<file path="src/rtl/cpu_test_sequencer_pkg.sv">
// Shared state encoding, address strides and count helper for the cpu test sequencer.
package cpu_test_sequencer_pkg;

    localparam int unsigned IMEM_STRIDE = 4;
    localparam int unsigned DMEM_STRIDE = 8;
    localparam int unsigned IDX_W       = 16;

    typedef enum logic [2:0] {
        S_IDLE,
        S_LOAD_I,
        S_LOAD_D,
        S_RUN,
        S_DUMP_REQ,
        S_DUMP_CAP,
        S_DUMP_OUT,
        S_DONE
    } state_t;

    // Clamp a requested word count to the memory depth.
    function automatic logic [IDX_W-1:0] sat_count(input logic [7:0] n, input int unsigned depth);
        logic [IDX_W-1:0] d;
        d = IDX_W'(depth);
        return (IDX_W'(n) > d) ? d : IDX_W'(n);
    endfunction

endpackage

</file>
<file path="src/rtl/cpu_test_sequencer_word_counter.sv">
// seq_word_counter: loadable down-counter with an up-counting index and zero/last flags.
module seq_word_counter #(
    parameter int unsigned W = 16
) (
    input  logic         clk,
    input  logic         arst_n,
    input  logic         clr,
    input  logic         load,
    input  logic [W-1:0] load_val,
    input  logic         dec,
    output logic [W-1:0] count,
    output logic [W-1:0] index,
    output logic         zero_c,
    output logic         last_c
);

    always_ff @(posedge clk or negedge arst_n) begin
        if (!arst_n) begin
            count <= '0;
            index <= '0;
        end else if (clr) begin
            count <= '0;
            index <= '0;
        end else if (load) begin
            count <= load_val;
            index <= '0;
        end else if (dec && (count != '0)) begin
            count <= count - W'(1);
            index <= index + W'(1);
        end
    end

    assign zero_c = (count == '0);
    assign last_c = (count == W'(1));

endmodule

</file>
<file path="src/rtl/cpu_test_sequencer.sv">
// Test-run sequencer: streams imem/dmem images in, runs the cpu for a set cycle count, dumps dmem out.
module cpu_test_sequencer
    import cpu_test_sequencer_pkg::*;
#(
    parameter int unsigned IMEM_DEPTH = 128,
    parameter int unsigned DMEM_DEPTH = 128,
    parameter int unsigned CNT_W      = 32
) (
    input  logic             clk,
    input  logic             arst_n,
    input  logic             start,
    input  logic [7:0]       imem_words,
    input  logic [7:0]       dmem_words,
    input  logic [CNT_W-1:0] run_cycles,
    input  logic             abort,
    input  logic             in_valid,
    output logic             in_ready,
    input  logic [63:0]      in_data,
    output logic             out_valid,
    input  logic             out_ready,
    output logic [63:0]      out_data,
    output logic             enable,
    output logic [63:0]      addr_ext,
    output logic             wen_ext,
    output logic             ren_ext,
    output logic [31:0]      wdata_ext,
    output logic [63:0]      addr_ext_2,
    output logic             wen_ext_2,
    output logic             ren_ext_2,
    output logic [63:0]      wdata_ext_2,
    input  logic [63:0]      rdata_ext_2,
    output logic             busy,
    output logic             done
);

    state_t state, state_nx;
    state_t start_nx, after_li, after_ld, after_run;

    logic [IDX_W-1:0] st_imem, st_dmem;
    logic             accept;

    logic             ld_load, ld_dec, ld_zero, ld_last;
    logic [IDX_W-1:0] ld_val, ld_index, unused_ld_count;
    logic             run_load, run_dec, run_zero, unused_run_last;
    logic [CNT_W-1:0] unused_run_count, unused_run_index;
    logic             dp_load, dp_dec, dp_zero, dp_last;
    logic [IDX_W-1:0] dp_count, dp_index;

    logic        enable_nx, wen_nx, wen2_nx, ren2_nx, out_valid_nx;
    logic [63:0] addr_nx, addr2_nx, wdata2_nx, out_data_nx;
    logic [31:0] wdata_nx;

    // Load counter serves imem then dmem; dump counter also holds the dmem count until the dump.
    seq_word_counter #(.W(IDX_W)) u_load_cnt (
        .clk(clk), .arst_n(arst_n), .clr(abort), .load(ld_load), .load_val(ld_val), .dec(ld_dec),
        .count(unused_ld_count), .index(ld_index), .zero_c(ld_zero), .last_c(ld_last)
    );

    seq_word_counter #(.W(CNT_W)) u_run_cnt (
        .clk(clk), .arst_n(arst_n), .clr(abort), .load(run_load), .load_val(run_cycles), .dec(run_dec),
        .count(unused_run_count), .index(unused_run_index), .zero_c(run_zero), .last_c(unused_run_last)
    );

    seq_word_counter #(.W(IDX_W)) u_dump_cnt (
        .clk(clk), .arst_n(arst_n), .clr(abort), .load(dp_load), .load_val(st_dmem), .dec(dp_dec),
        .count(dp_count), .index(dp_index), .zero_c(dp_zero), .last_c(dp_last)
    );

    assign st_imem  = sat_count(imem_words, IMEM_DEPTH);
    assign st_dmem  = sat_count(dmem_words, DMEM_DEPTH);
    assign in_ready = ((state == S_LOAD_I) || (state == S_LOAD_D)) && !ld_zero;
    assign accept   = in_valid && in_ready;
    assign ren_ext  = 1'b0;

    // Phase-skip chain: every stage whose count is zero is bypassed in the same transition.
    always_comb begin
        after_run = dp_zero ? S_DONE : S_DUMP_REQ;
        after_ld  = run_zero ? after_run : S_RUN;
        after_li  = dp_zero ? after_ld : S_LOAD_D;
        if (st_imem != '0)             start_nx = S_LOAD_I;
        else if (st_dmem != '0)        start_nx = S_LOAD_D;
        else if (run_cycles != '0)     start_nx = S_RUN;
        else                           start_nx = S_DONE;
    end

    always_comb begin
        state_nx     = state;
        enable_nx    = 1'b0;
        wen_nx       = 1'b0;
        wen2_nx      = 1'b0;
        ren2_nx      = 1'b0;
        out_valid_nx = 1'b0;
        addr_nx      = addr_ext;
        wdata_nx     = wdata_ext;
        addr2_nx     = addr_ext_2;
        wdata2_nx    = wdata_ext_2;
        out_data_nx  = out_data;
        ld_load      = 1'b0;
        ld_val       = dp_count;
        ld_dec       = 1'b0;
        run_load     = 1'b0;
        run_dec      = 1'b0;
        dp_load      = 1'b0;
        dp_dec       = 1'b0;

        case (state)
            S_IDLE, S_DONE: begin
                if (start) begin
                    state_nx = start_nx;
                    ld_load  = 1'b1;
                    ld_val   = (st_imem != '0) ? st_imem : st_dmem;
                    run_load = 1'b1;
                    dp_load  = 1'b1;
                end
            end
            S_LOAD_I: begin
                if (accept) begin
                    wen_nx   = 1'b1;
                    addr_nx  = 64'(IMEM_STRIDE) * 64'(ld_index);
                    wdata_nx = in_data[31:0];
                    ld_dec   = 1'b1;
                    if (ld_last) begin
                        state_nx = after_li;
                        ld_load  = 1'b1;
                    end
                end
            end
            S_LOAD_D: begin
                if (accept) begin
                    wen2_nx   = 1'b1;
                    addr2_nx  = 64'(DMEM_STRIDE) * 64'(ld_index);
                    wdata2_nx = in_data;
                    ld_dec    = 1'b1;
                    if (ld_last) state_nx = after_ld;
                end
            end
            // First RUN cycle lets the final load strobe retire before enable rises.
            S_RUN: begin
                if (!run_zero) begin
                    enable_nx = 1'b1;
                    run_dec   = 1'b1;
                end else begin
                    state_nx = after_run;
                end
            end
            S_DUMP_REQ: begin
                if (ren_ext_2) begin
                    state_nx = S_DUMP_CAP;
                end else begin
                    ren2_nx  = 1'b1;
                    addr2_nx = 64'(DMEM_STRIDE) * 64'(dp_index);
                end
            end
            S_DUMP_CAP: begin
                out_data_nx  = rdata_ext_2;
                out_valid_nx = 1'b1;
                state_nx     = S_DUMP_OUT;
            end
            S_DUMP_OUT: begin
                out_valid_nx = 1'b1;
                if (out_valid && out_ready) begin
                    out_valid_nx = 1'b0;
                    dp_dec       = 1'b1;
                    state_nx     = dp_last ? S_DONE : S_DUMP_REQ;
                end
            end
            default: state_nx = S_IDLE;
        endcase

        if (abort) begin
            state_nx     = S_IDLE;
            enable_nx    = 1'b0;
            wen_nx       = 1'b0;
            wen2_nx      = 1'b0;
            ren2_nx      = 1'b0;
            out_valid_nx = 1'b0;
        end
    end

    always_ff @(posedge clk or negedge arst_n) begin
        if (!arst_n) state <= S_IDLE;
        else         state <= state_nx;
    end

    always_ff @(posedge clk or negedge arst_n) begin
        if (!arst_n) begin
            enable      <= 1'b0;
            wen_ext     <= 1'b0;
            addr_ext    <= '0;
            wdata_ext   <= '0;
            wen_ext_2   <= 1'b0;
            ren_ext_2   <= 1'b0;
            addr_ext_2  <= '0;
            wdata_ext_2 <= '0;
            out_valid   <= 1'b0;
            out_data    <= '0;
            busy        <= 1'b0;
            done        <= 1'b0;
        end else begin
            enable      <= enable_nx;
            wen_ext     <= wen_nx;
            addr_ext    <= addr_nx;
            wdata_ext   <= wdata_nx;
            wen_ext_2   <= wen2_nx;
            ren_ext_2   <= ren2_nx;
            addr_ext_2  <= addr2_nx;
            wdata_ext_2 <= wdata2_nx;
            out_valid   <= out_valid_nx;
            out_data    <= out_data_nx;
            busy        <= (state_nx != S_IDLE) && (state_nx != S_DONE);
            done        <= (state_nx == S_DONE);
        end
    end

endmodule

</file>
<file path="config.mk">
export PLATFORM = sky130hd
export DESIGN_NAME = cpu_test_sequencer
export DESIGN_NICKNAME = d
export VERILOG_FILES = /design/src/rtl/cpu_test_sequencer_pkg.sv /design/src/rtl/cpu_test_sequencer_word_counter.sv /design/src/rtl/cpu_test_sequencer.sv
export SDC_FILE = /design/constraint.sdc
export NUM_CORES = 1
export LEC_CHECK = 0
export CAP_MARGIN = 20
export CORE_MARGIN = 5
export CORE_UTILIZATION = 49
export CTS_BUF_LIST = sky130_fd_sc_hd__clkbuf_8 sky130_fd_sc_hd__clkbuf_16
export DETAILED_ROUTE_END_ITERATION = 8
export HOLD_SLACK_MARGIN = 0.03
export PLACE_DENSITY = 0.8
export SYNTH_ARGS = -nofsm -noshare
export SYNTH_HDL_FRONTEND = slang
export SYNTH_HIERARCHICAL = 1
export SYNTH_SLANG_ARGS = --single-unit
</file>
<file path="constraint.sdc">
create_clock -name clk -period 4.4 [get_ports clk]
set_clock_uncertainty 0.1 [all_clocks]
set_input_delay 0.88 -clock clk [delete_from_list [all_inputs] [get_ports clk]]
set_output_delay 0.88 -clock clk [all_outputs]
set_load 0.05 [all_outputs]
</file>
==> summary.md <==
| Metric | Value |
|---|---|
| # setup viols final | 0 |
| Gate Count Post-Synth | 1381 |
| Gr ovfl total | 0 |
| Initial Util | just under 50% |
| Initial antenna violation count | 5 |
| Antenna Nets Post-Route | 0 |
| Die area | 0.0345 mm2 |
| Num CTS Buffers | 34 |
| DRT Wirelength | roughly 45 mm |
| CP arrival | between 2 and 3 ns |
| Largest net degree at the start of global routing | 95 |
| Wire per inst | ~21 um |
| Period Utilization, post-route | about nine tenths |
| Setup tns final | 0 ns |
| Reg2Reg Capture Point | u_run_cnt/count[10]$_DFFE_PN0P_ |
| First-pass GRT wire length | roughly 70 mm |
| Buffers added on ports | roughly 380 |
| Gpl congestion | 0.896 |
| Power Density | 759 mW/mm2 |
| Average cell area after synthesis | 11.0 um2 |
| Hold_ws | 0.271 ns |
| Die Ht | approximately 190 um |
| CTS max path bufs | 3 |
| Post-CTS resize count | 0 |
| Post-route insts no fill | 2166 |
| CP cell instances | nor4_1 > nand2_1 > nor3_1 > nor3_1 > clkdlybuf4s50_1 |
| Reg2Reg Depth | 11 |
| CP Capture Type | output port |
| Max Cap Violations | 0 |
| Via count | ~12000 |
| Initial DRT Pass Iterations | 7 |
| Hold-fix buffers, CTS | 0 |
| Reg-to-reg startpoint | u_run_cnt/count[0]$_DFFE_PN0P_ |
| Final min period | 3.96 ns |
| Worst path slowest cell | clkdlybuf4s50_1 |
| TritonCTS clock tree | done |
| Synth warn | 6 |
| Worst-path clk slew | approximately 0.060 ns |
| Required time worst endpoint | 3.42 ns |
| Most numerous cell on the critical path | nor3_1 |
| Residual DRC count | 0 |
| Final hold vios | 0 |
| Mapped Area | 0.0152 mm2 |
| # H-tree levels | 2 |
| Cell family with most CP delay | simple AND/OR/NAND/NOR gates |
| HPWL after DPL | 34.0 mm |
| CTS sink cnt | 298 |
| Vias per cell | roughly 5.7 |
| CTS root buf | clkbuf_16 |
| Status | finished clean |
| Max transition margin | 30.6% |
| Post-CTS Setup Bufs | 0 |
| WP buf/inv | 1 |
| Die X | ~190 um |
| Worst vdd ir | roughly 0.64 mV |
| R2R Setup Slk | about 0.49 ns |
| Area grow syn2layout | 32.4% |
| Initial DRC Count | between 1000 and 1500 |
| Crit start category | flip-flop |
| Vias in the first global route | 12300 |
| Final Max Slew Viols | 0 |
| Layout cells sized above 1 | between 15 and 20% |
| Leak | ~0.0084 uW |
| Hold Path Class | input pin to async pin |
| Slew @ Worst Pin | 1.03 ns |
| Worst-Skew Late Latency | approximately 0.5 ns |
| I/O pin count | 479 |
| GRT Overall Usage | 25.5% |
| Crit-path max FO | 6 |
| RSZ-0062 raised after global routing | no |
| Max stage delay on crit path | 0.73 ns |
| Floorplan row count | 64 |
| Peak Freq | 252 MHz |
| NumNets Final | a little under 2000 |
| Core area | between 0.03 and 0.04 mm2 |
| DP Cell Count | roughly 2100 |
| Critical path class | flip-flop to output port |
per-stage QoR:
| stage | instance area (um2) | total power, uW | setup slack, ns | utilization (%) |
|---|---|---|---|---|
| 2_1_floorplan | 15500 | 9860 | 1.27 | - |
| 3_3_place_gp | 18900 | 12200 | 0.858 | 61.9 |
| 3_5_place_dp | 18900 | 12400 | 0.673 | 61.9 |
| 4_1_cts | 20100 | 15300 | 0.440 | 65.6 |
| 5_1_grt | 20100 | 15900 | 0.181 | 65.6 |
| 6_report | 20100 | 15200 | 0.437 | 65.6 |
layout make-up:
| type | count | area (um2) |
|---|---|---|
| clock buffer | 40 | 945 |
| antenna | 2 | 5.00 |
| sequential | 298 | 7460 |
| fill | 2288 | 10500 |
| clock inverter | 19 | 170 |
| timing repair buffer | 405 | 4020 |
| tap | 396 | 495 |
| multi-input combinational | 972 | 6850 |
| inverter | 34 | 128 |
per-layer routing:
metal	vias to the layer above	share of wire (%)	track usage, %
met5	-	0.060	0
met4	4	2.0	6.21
met3	70	7.9	5.06
met2	542	50	43.6
met1	6191	40	33.6
li1	5636	-	-
sequential cells by signal, summed over array words and instances (netlist names), 3 cells and up:
name,cells
addr_ext,16
addr_ext_2,16
out_data,64
state,3
u_dump_cnt/count,16
u_dump_cnt/index,16
u_load_cnt/count,16
u_load_cnt/index,16
u_run_cnt/count,32
wdata_ext,32
wdata_ext_2,64
cell usage in the layout, fill, tap and decap left out, types with 5 or more instances in the layout:
master           instances
clkdlybuf4s50_1        379
o21a_1                   5
xnor2_1                 10
clkinv_2                 6
o22ai_1                  6
nor2b_1                 24
buf_4                   22
or4_1                   41
conb_1                 105
nor2_1                  76
nor3b_1                  6
and3_1                   7
a211oi_1                23
inv_1                   39
or3_1                   25
a221oi_1                 5
dfrtp_1                298
a21oi_1                 42
nand2_1                 72
and4_1                  16
a31oi_1                  6
clkbuf_8                 5
mux2i_1                 23
a2111oi_0               15
nor3_1                  25
or2_2                    6
nor4_1                  45
nand3_1                 28
and2_1                  10
a311oi_1                25
mux2_2                 176
clkbuf_16               35
o31ai_1                 26
nand4_1                 15
o21ai_0                 38
ha_1                     7
nand2b_1                 7
how the worst max path moves through the flow:
stage                                       to  slack, ns  depth (start not counted)                             start
2_1_floorplan  u_load_cnt/count[6]$_DFFE_PN0P_       1.27                         11   u_load_cnt/count[0]$_DFFE_PN0P_
3_3_place_gp   u_load_cnt/count[6]$_DFFE_PN0P_       0.86                          9                          in_valid
3_5_place_dp   u_run_cnt/count[10]$_DFFE_PN0P_       0.67                         11    u_run_cnt/count[0]$_DFFE_PN0P_
4_1_cts                               in_ready       0.44                          5  u_load_cnt/count[12]$_DFFE_PN0P_
5_1_grt                               in_ready       0.18                          5  u_load_cnt/count[12]$_DFFE_PN0P_
6_report                              in_ready       0.44                          5  u_load_cnt/count[12]$_DFFE_PN0P_
where the power goes:
group	internal, uW	total (uW)	switching, uW
Sequential	3730	4440	712
Clock	1700	2820	1120
Combinational	2780	7970	5190
(Power assumes the default switching activity.)
